<file path="config.mk">
export PLATFORM = sky130hd
export DESIGN_NAME = grf_write_queue
export DESIGN_NICKNAME = d
export VERILOG_FILES = /design/src/rtl/grf_write_queue.sv
export SDC_FILE = /design/constraint.sdc
export NUM_CORES = 1
export LEC_CHECK = 0
export CORE_ASPECT_RATIO = 0.8
export CORE_MARGIN = 3
export CORE_UTILIZATION = 59
export DETAILED_ROUTE_END_ITERATION = 12
export PLACE_DENSITY = 0.87
export SETUP_SLACK_MARGIN = 0.5
export SKIP_CTS_REPAIR_TIMING = 1
export SYNTH_ARGS = -nofsm -noshare
export SYNTH_HDL_FRONTEND = slang
export SYNTH_SLANG_ARGS = --single-unit
</file>
<file path="constraint.sdc">
create_clock -name clk -period 6.4 [get_ports clk]
set_clock_uncertainty 0.2 [all_clocks]
set_input_delay 0.64 -clock clk [delete_from_list [all_inputs] [get_ports clk]]
set_output_delay 0.64 -clock clk [all_outputs]
set_load 0.05 [all_outputs]
</file>
<file path="src/rtl/grf_write_queue.sv">
// Write-back queue in front of the GRF write port: merges W-stage and MDU writes and exposes pending writes for hazard lookup.
// Optional: define GRF_WRITE_QUEUE_TRACE_EN to print each issued GRF write in the simulator trace format.
module grf_write_queue #(
  parameter int DEPTH = 4,
  parameter int AW    = 5,
  parameter int DW    = 32,
  parameter int PCW   = 32,
  localparam int IW   = $clog2(DEPTH),
  localparam int CW   = IW + 1
) (
  input  logic           clk,
  input  logic           rst,
  input  logic           p_valid,
  output logic           p_ready,
  input  logic [AW-1:0]  p_addr,
  input  logic [DW-1:0]  p_data,
  input  logic [PCW-1:0] p_pc,
  input  logic           m_valid,
  output logic           m_ready,
  input  logic [AW-1:0]  m_addr,
  input  logic [DW-1:0]  m_data,
  input  logic [PCW-1:0] m_pc,
  input  logic           grf_hold,
  output logic           grf_we,
  output logic [AW-1:0]  grf_a3,
  output logic [DW-1:0]  grf_wd,
  output logic [PCW-1:0] grf_pc,
  input  logic [AW-1:0]  q_addr1,
  input  logic [AW-1:0]  q_addr2,
  output logic           q_hit1,
  output logic           q_hit2,
  output logic [DW-1:0]  q_data1,
  output logic [DW-1:0]  q_data2,
  output logic [CW-1:0]  count
);

  typedef struct packed {
    logic [AW-1:0]  addr;
    logic [DW-1:0]  data;
    logic [PCW-1:0] pc;
  } entry_t;

  entry_t        mem [DEPTH];
  logic [CW-1:0] rd_ptr, wr_ptr;
  logic          full, empty, pop, push_p, push_m, enq;
  entry_t        head, in_entry;

  // Occupancy falls out of the wrap-bit pointers; no separate valid bits needed.
  assign count = wr_ptr - rd_ptr;
  assign full  = (count == CW'(DEPTH));
  assign empty = (count == '0);
  assign head  = mem[rd_ptr[IW-1:0]];

  assign pop     = !rst && !empty && !grf_hold;
  assign p_ready = !rst && (!full || pop);
  assign m_ready = !rst && !p_valid && (!full || pop);
  assign push_p  = p_valid && p_ready;
  assign push_m  = m_valid && m_ready;

  always_comb begin
    in_entry = '{addr: m_addr, data: m_data, pc: m_pc};
    if (push_p) in_entry = '{addr: p_addr, data: p_data, pc: p_pc};
  end

  // Writes to $0 complete the handshake but never occupy a slot.
  assign enq = (push_p || push_m) && (in_entry.addr != '0);

  assign grf_we = pop;
  assign grf_a3 = (!rst && !empty) ? head.addr : '0;
  assign grf_wd = (!rst && !empty) ? head.data : '0;
  assign grf_pc = (!rst && !empty) ? head.pc   : '0;

  // NOTE: sequential state uses non-blocking assignments so every flop samples pre-edge values.
  always_ff @(posedge clk) begin
    if (rst) begin
      rd_ptr <= '0;
      wr_ptr <= '0;
    end else begin
      if (enq) wr_ptr <= wr_ptr + 1'b1;
      if (pop) rd_ptr <= rd_ptr + 1'b1;
    end
  end

  // NOTE: storage is deliberately not reset; the pointers alone decide which slots are live.
  always_ff @(posedge clk) begin
    if (!rst && enq) mem[wr_ptr[IW-1:0]] <= in_entry;
  end

  // Scan oldest to youngest so the last match left standing is the youngest.
  always_comb begin
    logic [IW-1:0] idx;
    q_hit1  = 1'b0;
    q_hit2  = 1'b0;
    q_data1 = '0;
    q_data2 = '0;
    for (int i = 0; i < DEPTH; i++) begin
      idx = rd_ptr[IW-1:0] + IW'(i);
      if (!rst && (CW'(i) < count)) begin
        if (q_addr1 != '0 && mem[idx].addr == q_addr1) begin
          q_hit1  = 1'b1;
          q_data1 = mem[idx].data;
        end
        if (q_addr2 != '0 && mem[idx].addr == q_addr2) begin
          q_hit2  = 1'b1;
          q_data2 = mem[idx].data;
        end
      end
    end
  end

`ifdef GRF_WRITE_QUEUE_TRACE_EN
  always @(posedge clk) begin
    if (grf_we) $display("%d@%h: $%d <= %h", $time, grf_pc, grf_a3, grf_wd);
  end
`endif

endmodule
</file>
==> reports/metrics.cfg, run 1 <==
[outcome]
outcome=finished, final reports clean

[critical_path]
cp.arrival_ns=4.93
critPathMaxStageDelay_ns=0.86
path_buf_inv=2
end_kind=primary output
crit_fanout=23
cp_data_required_time_ns=5.56
critPathLaunchType=register
cp_top_family=buffers and inverters
cp_slowest_cell=clkdlybuf4s50_1
crit_type=register to primary output
critical_path.cell_chain=ha_4 > mux4_2 > or3_1 > a211oi_2 > and2_2 > buf_12 > a221oi_2 > o31ai_2 > clkdlybuf4s50_1

[detailed_routing]
dr.pass1.iters=6
wl_per_cell_um=27.0
highest_layer=met4
wl_met1_um=18700
vias=12865
finalWirelength_um=50800
drc=0
initialDrtViolationCount=1384
ant_nets=0
wl_met2_um=24400
vias_per_cell=6.84
met3_length_um=5830

[placement]
pre_cts_slack_ns=1.07
io_buffers=293
dp_hpwl_um=32500
gp_congestion=0.972
dpl-instance-area_um2=21000

[synth]
synth.area.top_cells=edfxtp_1, mux4_2, mux2_2, and2_1, o31ai_2
seq_area_frac_synth=0.476
synthMuxAreaShare=0.259
synth_top_family_by_area=multiplexers
synth_top_area_cell=edfxtp_1
synth_flop_cell=edfxtp_1
avgSynthCellArea_um2=14.6
synth_top_area_share=0.467
syn_inst=1214
synth-seq-cells=284
synthAdderAreaFrac=0.00536
yosysMostFrequentCell=edfxtp_1
yosysWarnings=0
synth_compound_area_frac=0.121
synth_simple_gate_area_frac=0.0797
synth-async-reset-ratio=0
synth_edf_count=276
yosysUniqueCellTypes=52
netlist_top_cells_count=edfxtp_1, mux4_2, nor2_1
netlist_area_um2=17800
synth_xor_area_frac=0.0210
syn_nets=1374

[clock_network]
clockBufferDepth=3
clock_latency_ns=0.54
clk_pin_slew_worst_paths_ns=0.06
htreeDepth=1
cts_buffers=28
cts-root-buf=clkbuf_16
clock-sinks=284
cts_tree=yes

[global_routing]
grt.total_usage=0.315
antenna_found_initial=0
grt_max_degree=70
grt_first_pass_wirelength_um=77200
overflow=0
first_global_vias=13327

[timing]
holdWs_ns=0.338
relSlewSlack=0.349
hold_violations=0
setup_viol_count_final=0
rsz0062_at_grt=false
fin_ws_ns=0.634
finalSetupTns_ns=0
fin_crit_sh=0.901
fin_crit_ns=5.77
slew_violations=0
max_freq_mhz=173
worstMarginPinSlew_ns=0.977

[die]
die-area_um2=32200
io_pins=294
num_rows=56
fp.dieH_um=161
die_x_um=200
start_util=0.602
core_um2=29500

[power_and_ir_drop]
power_leakage_uw=0.00746
vdd_drop_max_mv=0.279
power_uw=6200
p_per_area_nw_per_um2=281

[finish]
final_nets=1614
register_area_um2=8460
synthToLayoutAreaGrowth_pct=24.3
drive_gt1_frac=0.286
multi_input_area_um2=8750
fin_area_um2=22100
diodes=0
fillCellCount=1798

[min_path]
worstHoldPathType=register to register

[job]
cap_violations=0

==> state kept, by name, summed over array words and instances (netlist names), named ones only <==
name / count
rd_ptr: 3
wr_ptr: 3
mem: 276
==> final cells by class <==
class / instances / area share
clock buffer: 30 / 0.0331
clock inverter: 21 / 0.0132
inverter: 10 / 0.00170
multi-input combinational: 801 / 0.397
sequential: 284 / 0.383
tap: 406 / 0.0230
timing repair buffer: 329 / 0.149
==> metal layers <==
| metal | vias up | global-route usage |
|---|---|---|
| met2 | 916 | 0.503 |
| met1 | 6384 | 0.429 |
| met5 | - | 0 |
| met4 | 0 | 0.118 |
| li1 | 5394 | - |
| met3 | 171 | 0.0705 |
==> worst reg2reg max path: stages (launching register included) <==
cell,delay (ns)
dfxtp_2,0.34
buf_6,0.27
fa_1,0.49
xnor3_1,0.40
inv_1,0.13
a41o_1,0.33
a21oi_1,0.47
and2_4,0.85
buf_4,0.47
==> through the flow <==
| stage | instances | utilization |
|---|---|---|
| 3_3_place_gp | 1829 | 0.712 |
| 6_report | 1881 | 0.748 |
| 5_1_grt | 1881 | 0.748 |
| 3_5_place_dp | 1829 | 0.712 |
| 2_1_floorplan | 1214 | - |
| 4_1_cts | 1880 | 0.746 |
==> cells by family (layout without fill, tap and decap cells) <==
kind of cell | Yosys count | after routing
multiplexers | 253 | 253
flip-flops | 284 | 284
AND/OR/NAND/NOR | 290 | 290
AO/OA/AOI/OAI | 210 | 210
buffers and inverters | 129 | 390
adder cells (fa/ha/maj) | 7 | 7
XOR/XNOR | 41 | 41
==> cell usage in the layout, fill, tap and decap left out, types with 10 or more instances in the layout <==
cell,instances
a211oi_1,17
a21oi_1,18
a221oi_2,31
a311oi_1,23
and2_1,89
buf_4,28
clkbuf_16,30
clkdlybuf4s50_1,287
edfxtp_1,276
inv_1,10
mux2_2,81
mux2i_1,16
mux4_2,154
nand2_1,72
nor2_1,99
o211a_1,32
o31ai_1,26
o31ai_2,38
xnor2_1,31
==> report_power, final <==
part           internal (uW)  switching (uW)
Combinational            882            1300
Clock                   1110             695
Sequential              2150            69.2
==> path summary, 6_finish.rpt <==
check | from | end | slack [ns] | cells past startpoint
min reg2reg | rd_ptr[2] | rd_ptr[2] | 0.34 | 2
min | rd_ptr[2] | rd_ptr[2] | 0.34 | 2
max | rd_ptr[0] | q_data2[17] | 0.63 | 9
max reg2reg | rd_ptr[1] | mem[3][21] | 2.09 | 8
Power figures use the tool's default switching activity.
==> run 2: changes to the inputs <==
--- a/config.mk
+++ b/config.mk
@@ -7,11 +7,11 @@
 export LEC_CHECK = 0
 export CORE_ASPECT_RATIO = 0.8
 export CORE_MARGIN = 3
-export CORE_UTILIZATION = 59
+export CORE_UTILIZATION = 31
 export DETAILED_ROUTE_END_ITERATION = 12
-export PLACE_DENSITY = 0.87
 export SETUP_SLACK_MARGIN = 0.5
 export SKIP_CTS_REPAIR_TIMING = 1
 export SYNTH_ARGS = -nofsm -noshare
 export SYNTH_HDL_FRONTEND = slang
 export SYNTH_SLANG_ARGS = --single-unit
+export TNS_END_PERCENT = 20
==> run 2 against run 1 <==
  * Utilization decreased by 34 points
  * Sequential power about the same
  * Die area increased by 87%
  * Critical path depth decreased by 1
  * Final cell count increased by 19%
  * Sequential share of layout area decreased by 0.99 points
  * Hold slack improved by 0.023 ns
  * Non-clock buffer count increased by 2
  * Critical endpoint is now q_data2[30]
  * Largest power group is now combinational logic
==> reports/metrics.cfg, run 2 (same netlist as run 1, synthesis figures left out) <==
[outcome]
outcome=finished, final reports clean

[global_routing]
grt_max_degree=117
grt.total_usage=0.179
first_global_vias=12606
grt_first_pass_wirelength_um=81500
overflow=0
antenna_found_initial=2

[detailed_routing]
dr.pass1.iters=4
ant_nets=0
vias=12459
wl_per_cell_um=24.9
vias_per_cell=5.57
drc=0
finalWirelength_um=55700
initialDrtViolationCount=1082

[critical_path]
r2r_slack_ns=1.96
critical_path.cell_chain=ha_4 > mux4_2 > or3_1 > a211oi_2 > and2_4 > a221oi_1 > o31ai_1 > clkdlybuf4s50_1
cp.arrival_ns=5.12
critPathMaxStageDelay_ns=0.95
crit_type=register to primary output
r2r-end=mem[2][9]
cp_data_required_time_ns=5.56
end_kind=primary output
r2r-start=rd_ptr[1]
endpoint=q_data2[30]
crit_fanout=29
cp_slowest_cell=clkdlybuf4s50_1
critPathLaunchType=register
startpoint=rd_ptr[0]
r2r_cells=8

[clock_network]
clockBufferDepth=3
cts-root-buf=clkbuf_16
cts_tree=yes
clk_pin_slew_worst_paths_ns=0.06
clock_latency_ns=0.57
htreeDepth=1
cts_buffers=31
clock-sinks=284

[timing]
relSlewSlack=0.307
hold_violations=0
finalSetupTns_ns=0
rsz0062_at_grt=true
fin_crit_sh=0.932
slew_violations=0
worstMarginPinSlew_ns=1.04
max_freq_mhz=168
fin_crit_ns=5.96
setup_viol_count_final=0

[min_path]
worstHoldPathType=register to register

[die]
die-area_um2=60200
die_x_um=274
core_um2=56000
io_pins=294
num_rows=77
start_util=0.317
fp.dieH_um=220

[finish]
final_nets=1620
synthToLayoutAreaGrowth_pct=27.6
largest_register_ffs=276
fin_cells=2236
drive_gt1_frac=0.288
mostFrequentLayoutCell=clkdlybuf4s50_1
mostFrequentLayoutCells=clkdlybuf4s50_1, edfxtp_1, mux4_2

[placement]
dp_hpwl_um=35800
io_buffers=293
numPlacedInstances=2171
gp_congestion=0.838

[power_and_ir_drop]
p_per_area_nw_per_um2=281
vdd_drop_max_mv=0.170
power_leakage_uw=0.00745

[job]
cap_violations=0

run 2: changes by cell type in the layout (fill, tap and decap cells not counted), sizes merged, moves of 3 or more:
| cell | delta |
|---|---|
| buf | +3 |
| clkbuf | +12 |
| clkdlybuf4s50 | +5 |
| clkinvlp | -3 |
| dlymetal6s2s | -5 |
run 2: layer usage:
metal / track usage / vias to the layer above / part of all wire
met5: 0 / - / 0
met4: 0.0437 / 0 / 0.021
met3: 0.0296 / 88 / 0.059
met2: 0.301 / 477 / 0.49
met1: 0.243 / 6489 / 0.43
li1: - / 5405 / -
run 2: metrics by stage:
stage               area [um2]  worst slack, ns  power (uW)  utilization  hold WS [ns]
global placement         21500            0.839        4450        0.383         0.321
detailed placement       21500            0.822        4460        0.383         0.360
floorplan                17800             1.42        3740            -         0.281
finish                   22600            0.438        6360        0.405         0.361
global route             22600            0.425        6630        0.405         0.377
CTS                      22600            0.173        6410        0.403         0.369
run 2: power breakdown:
group	switching, uW	leakage [uW]	internal [uW]
combinational	1350	0.00431	876
clock	745	0.000551	1190
sequential	55.3	0.00258	2150
run 2: worst max-delay path: cells and delay by family (launching register included):
kind            cells  cell delay, ns
flops               1            0.37
simple gates        2            0.87
mux                 1            0.62
compound gates      3            1.12
buf+inv             1            0.95
fa+ha+maj           1            0.54
run 2: area by class of cell:
class / count / area [um2]
Antenna cell: 1 / 2.50
Clock buffer: 43 / 903
Clock inverter: 15 / 215
Fill cell: 5090 / 33300
Inverter: 10 / 37.5
Multi-Input combinational cell: 802 / 8760
Sequential cell: 284 / 8460
Tap cell: 750 / 938
Timing Repair Buffer: 331 / 3330
run 2: how the worst min path moves through the flow:
stage,slack [ns],to,depth (start not counted),startpoint
6_report,0.36,rd_ptr[2],2,rd_ptr[2]
5_1_grt,0.38,wr_ptr[2],2,wr_ptr[2]
4_1_cts,0.37,wr_ptr[2],2,wr_ptr[2]
3_5_place_dp,0.36,wr_ptr[2],2,wr_ptr[2]
3_3_place_gp,0.32,rd_ptr[2],2,rd_ptr[2]
2_1_floorplan,0.28,rd_ptr[2],2,rd_ptr[2]
==> run 3: changes to the inputs <==
--- a/config.mk
+++ b/config.mk
@@ -14,4 +14,4 @@
 export SYNTH_ARGS = -nofsm -noshare
 export SYNTH_HDL_FRONTEND = slang
 export SYNTH_SLANG_ARGS = --single-unit
-export TNS_END_PERCENT = 20
+export TNS_END_PERCENT = 10
==> run 3 against run 2 <==
  * Non-clock buffer count did not move
  * Largest cell class unchanged
  * Count of clock-buffer cells in the layout did not move
  * Critical path depth did not move
  * Sequential power barely moved
  * Flip-flop and latch count did not move
  * Largest power group is now sequential cells
  * Sequential share of layout area barely moved
==> reports/metrics.cfg, run 3 (same netlist as run 1, synthesis figures left out) <==
[outcome]
outcome=finished, final reports clean

[timing]
max_freq_mhz=169
fin_crit_ns=5.92
fin_ws_ns=0.482
setup_viol_count_final=0
worstMarginPinSlew_ns=1.03
fin_crit_sh=0.925
finalSetupTns_ns=0
rsz0062_at_grt=true
hold_violations=0
relSlewSlack=0.312
holdWs_ns=0.356
slew_violations=0

[critical_path]
crit_type=register to primary output
r2r_slack_ns=1.97
end_kind=primary output
critical_path.cell_chain=ha_4 > mux4_2 > or3_1 > a211oi_2 > and2_4 > a221oi_1 > o31ai_1 > clkdlybuf4s50_1
crit_fanout=29
cp_data_required_time_ns=5.56
r2r-end=mem[2][9]
cp.arrival_ns=5.08
cp_slowest_cell=clkdlybuf4s50_1
r2r_cells=8
critPathMaxStageDelay_ns=0.93
critPathLaunchType=register
r2r-start=rd_ptr[1]

[die]
io_pins=294
fp.dieH_um=220
start_util=0.317
die-area_um2=60200
core_um2=56000
num_rows=77
die_x_um=274

[finish]
largest_register_ffs=276
mostFrequentLayoutCells=clkdlybuf4s50_1, edfxtp_1, mux4_2
fin_area_um2=22600
final_nets=1619
synthToLayoutAreaGrowth_pct=27.5
diodes=0
fin_cells=2234
mostFrequentLayoutCell=clkdlybuf4s50_1
drive_gt1_frac=0.287

[detailed_routing]
highest_layer=met4
initialDrtViolationCount=894
met3_length_um=3480
vias=12434
finalWirelength_um=55300
wl_per_cell_um=24.7
vias_per_cell=5.57
wl_met2_um=27000
ant_nets=0
wl_met1_um=23700
dr.pass1.iters=5
drc=0

[global_routing]
grt.total_usage=0.179
grt_first_pass_wirelength_um=81500
first_global_vias=12606
grt_max_degree=117
antenna_found_initial=1
overflow=0

[job]
cap_violations=0

[clock_network]
clk_pin_slew_worst_paths_ns=0.06
clock_latency_ns=0.57
cts_buffers=31
htreeDepth=1
clockBufferDepth=3
cts_tree=yes
cts-root-buf=clkbuf_16
clock-sinks=284

[power_and_ir_drop]
p_per_area_nw_per_um2=280
power_leakage_uw=0.00742
vdd_drop_max_mv=0.170

[placement]
pre_cts_slack_ns=0.822
dp_hpwl_um=35800
gp_congestion=0.838
io_buffers=293
dpl-instance-area_um2=21500
numPlacedInstances=2171

[min_path]
worstHoldStart=rd_ptr[2]
holdPathEnd=rd_ptr[2]
hold_depth=2
worstHoldPathType=register to register

-- run 3: changes by cell type in the layout (fill, tap and decap cells not counted) --
| cell | delta |
|---|---|
| clkdlybuf4s50_1 | +1 |
| diode_2 | -1 |
| nor3_1 | +1 |
| dlymetal6s2s_1 | -1 |
| nor2_2 | -1 |
| nor3_2 | -1 |
-- run 3: layout make-up --
type,count,area (um2)
Timing Repair Buffer,331,3330
Multi-Input combinational cell,801,8750
Tap cell,750,938
Fill cell,5090,33300
Sequential cell,284,8460
Inverter,10,37.5
Clock inverter,15,215
Clock buffer,43,903
-- run 3: where the power goes --
group	switching (uW)	leakage [uW]	total (uW)	internal [uW]
sequential	55.0	0.00258	2200	2150
clock	744	0.000551	1930	1190
combinational	1330	0.00429	2200	873
-- run 3: worst max path at each step --
stage,startpoint,to,slack (ns),cells after the start
after CTS,rd_ptr[1],q_data1[30],0.17,10
after floorplan,wr_ptr[0],q_data1[24],1.42,11
after global routing,rd_ptr[0],q_data1[30],0.42,9
after detailed placement,rd_ptr[1],q_data1[30],0.82,10
after global placement,rd_ptr[1],q_data1[30],0.84,10
final,rd_ptr[0],q_data2[30],0.48,8
-- run 3: per-stage QoR --
step,power [uW],util
after floorplan,3740,-
after global placement,4450,0.383
after detailed placement,4460,0.383
after CTS,6410,0.403
after global routing,6610,0.404
final,6340,0.404
-- run 3: routing by layer --
metal | track usage | up-vias
li1 | - | 5400
met5 | 0 | -
met2 | 0.301 | 493
met3 | 0.0296 | 81
met1 | 0.243 | 6460
met4 | 0.0437 | 0
-- run 3: worst max-delay path: cells and delay by family (launching register included) --
| family | cells | cell delay, ns |
|---|---|---|
| AO/OA/AOI/OAI | 3 | 1.09 |
| adder cells (fa/ha/maj) | 1 | 0.54 |
| buffers and inverters | 1 | 0.93 |
| flip-flops | 1 | 0.37 |
| multiplexers | 1 | 0.62 |
| AND/OR/NAND/NOR | 2 | 0.88 |
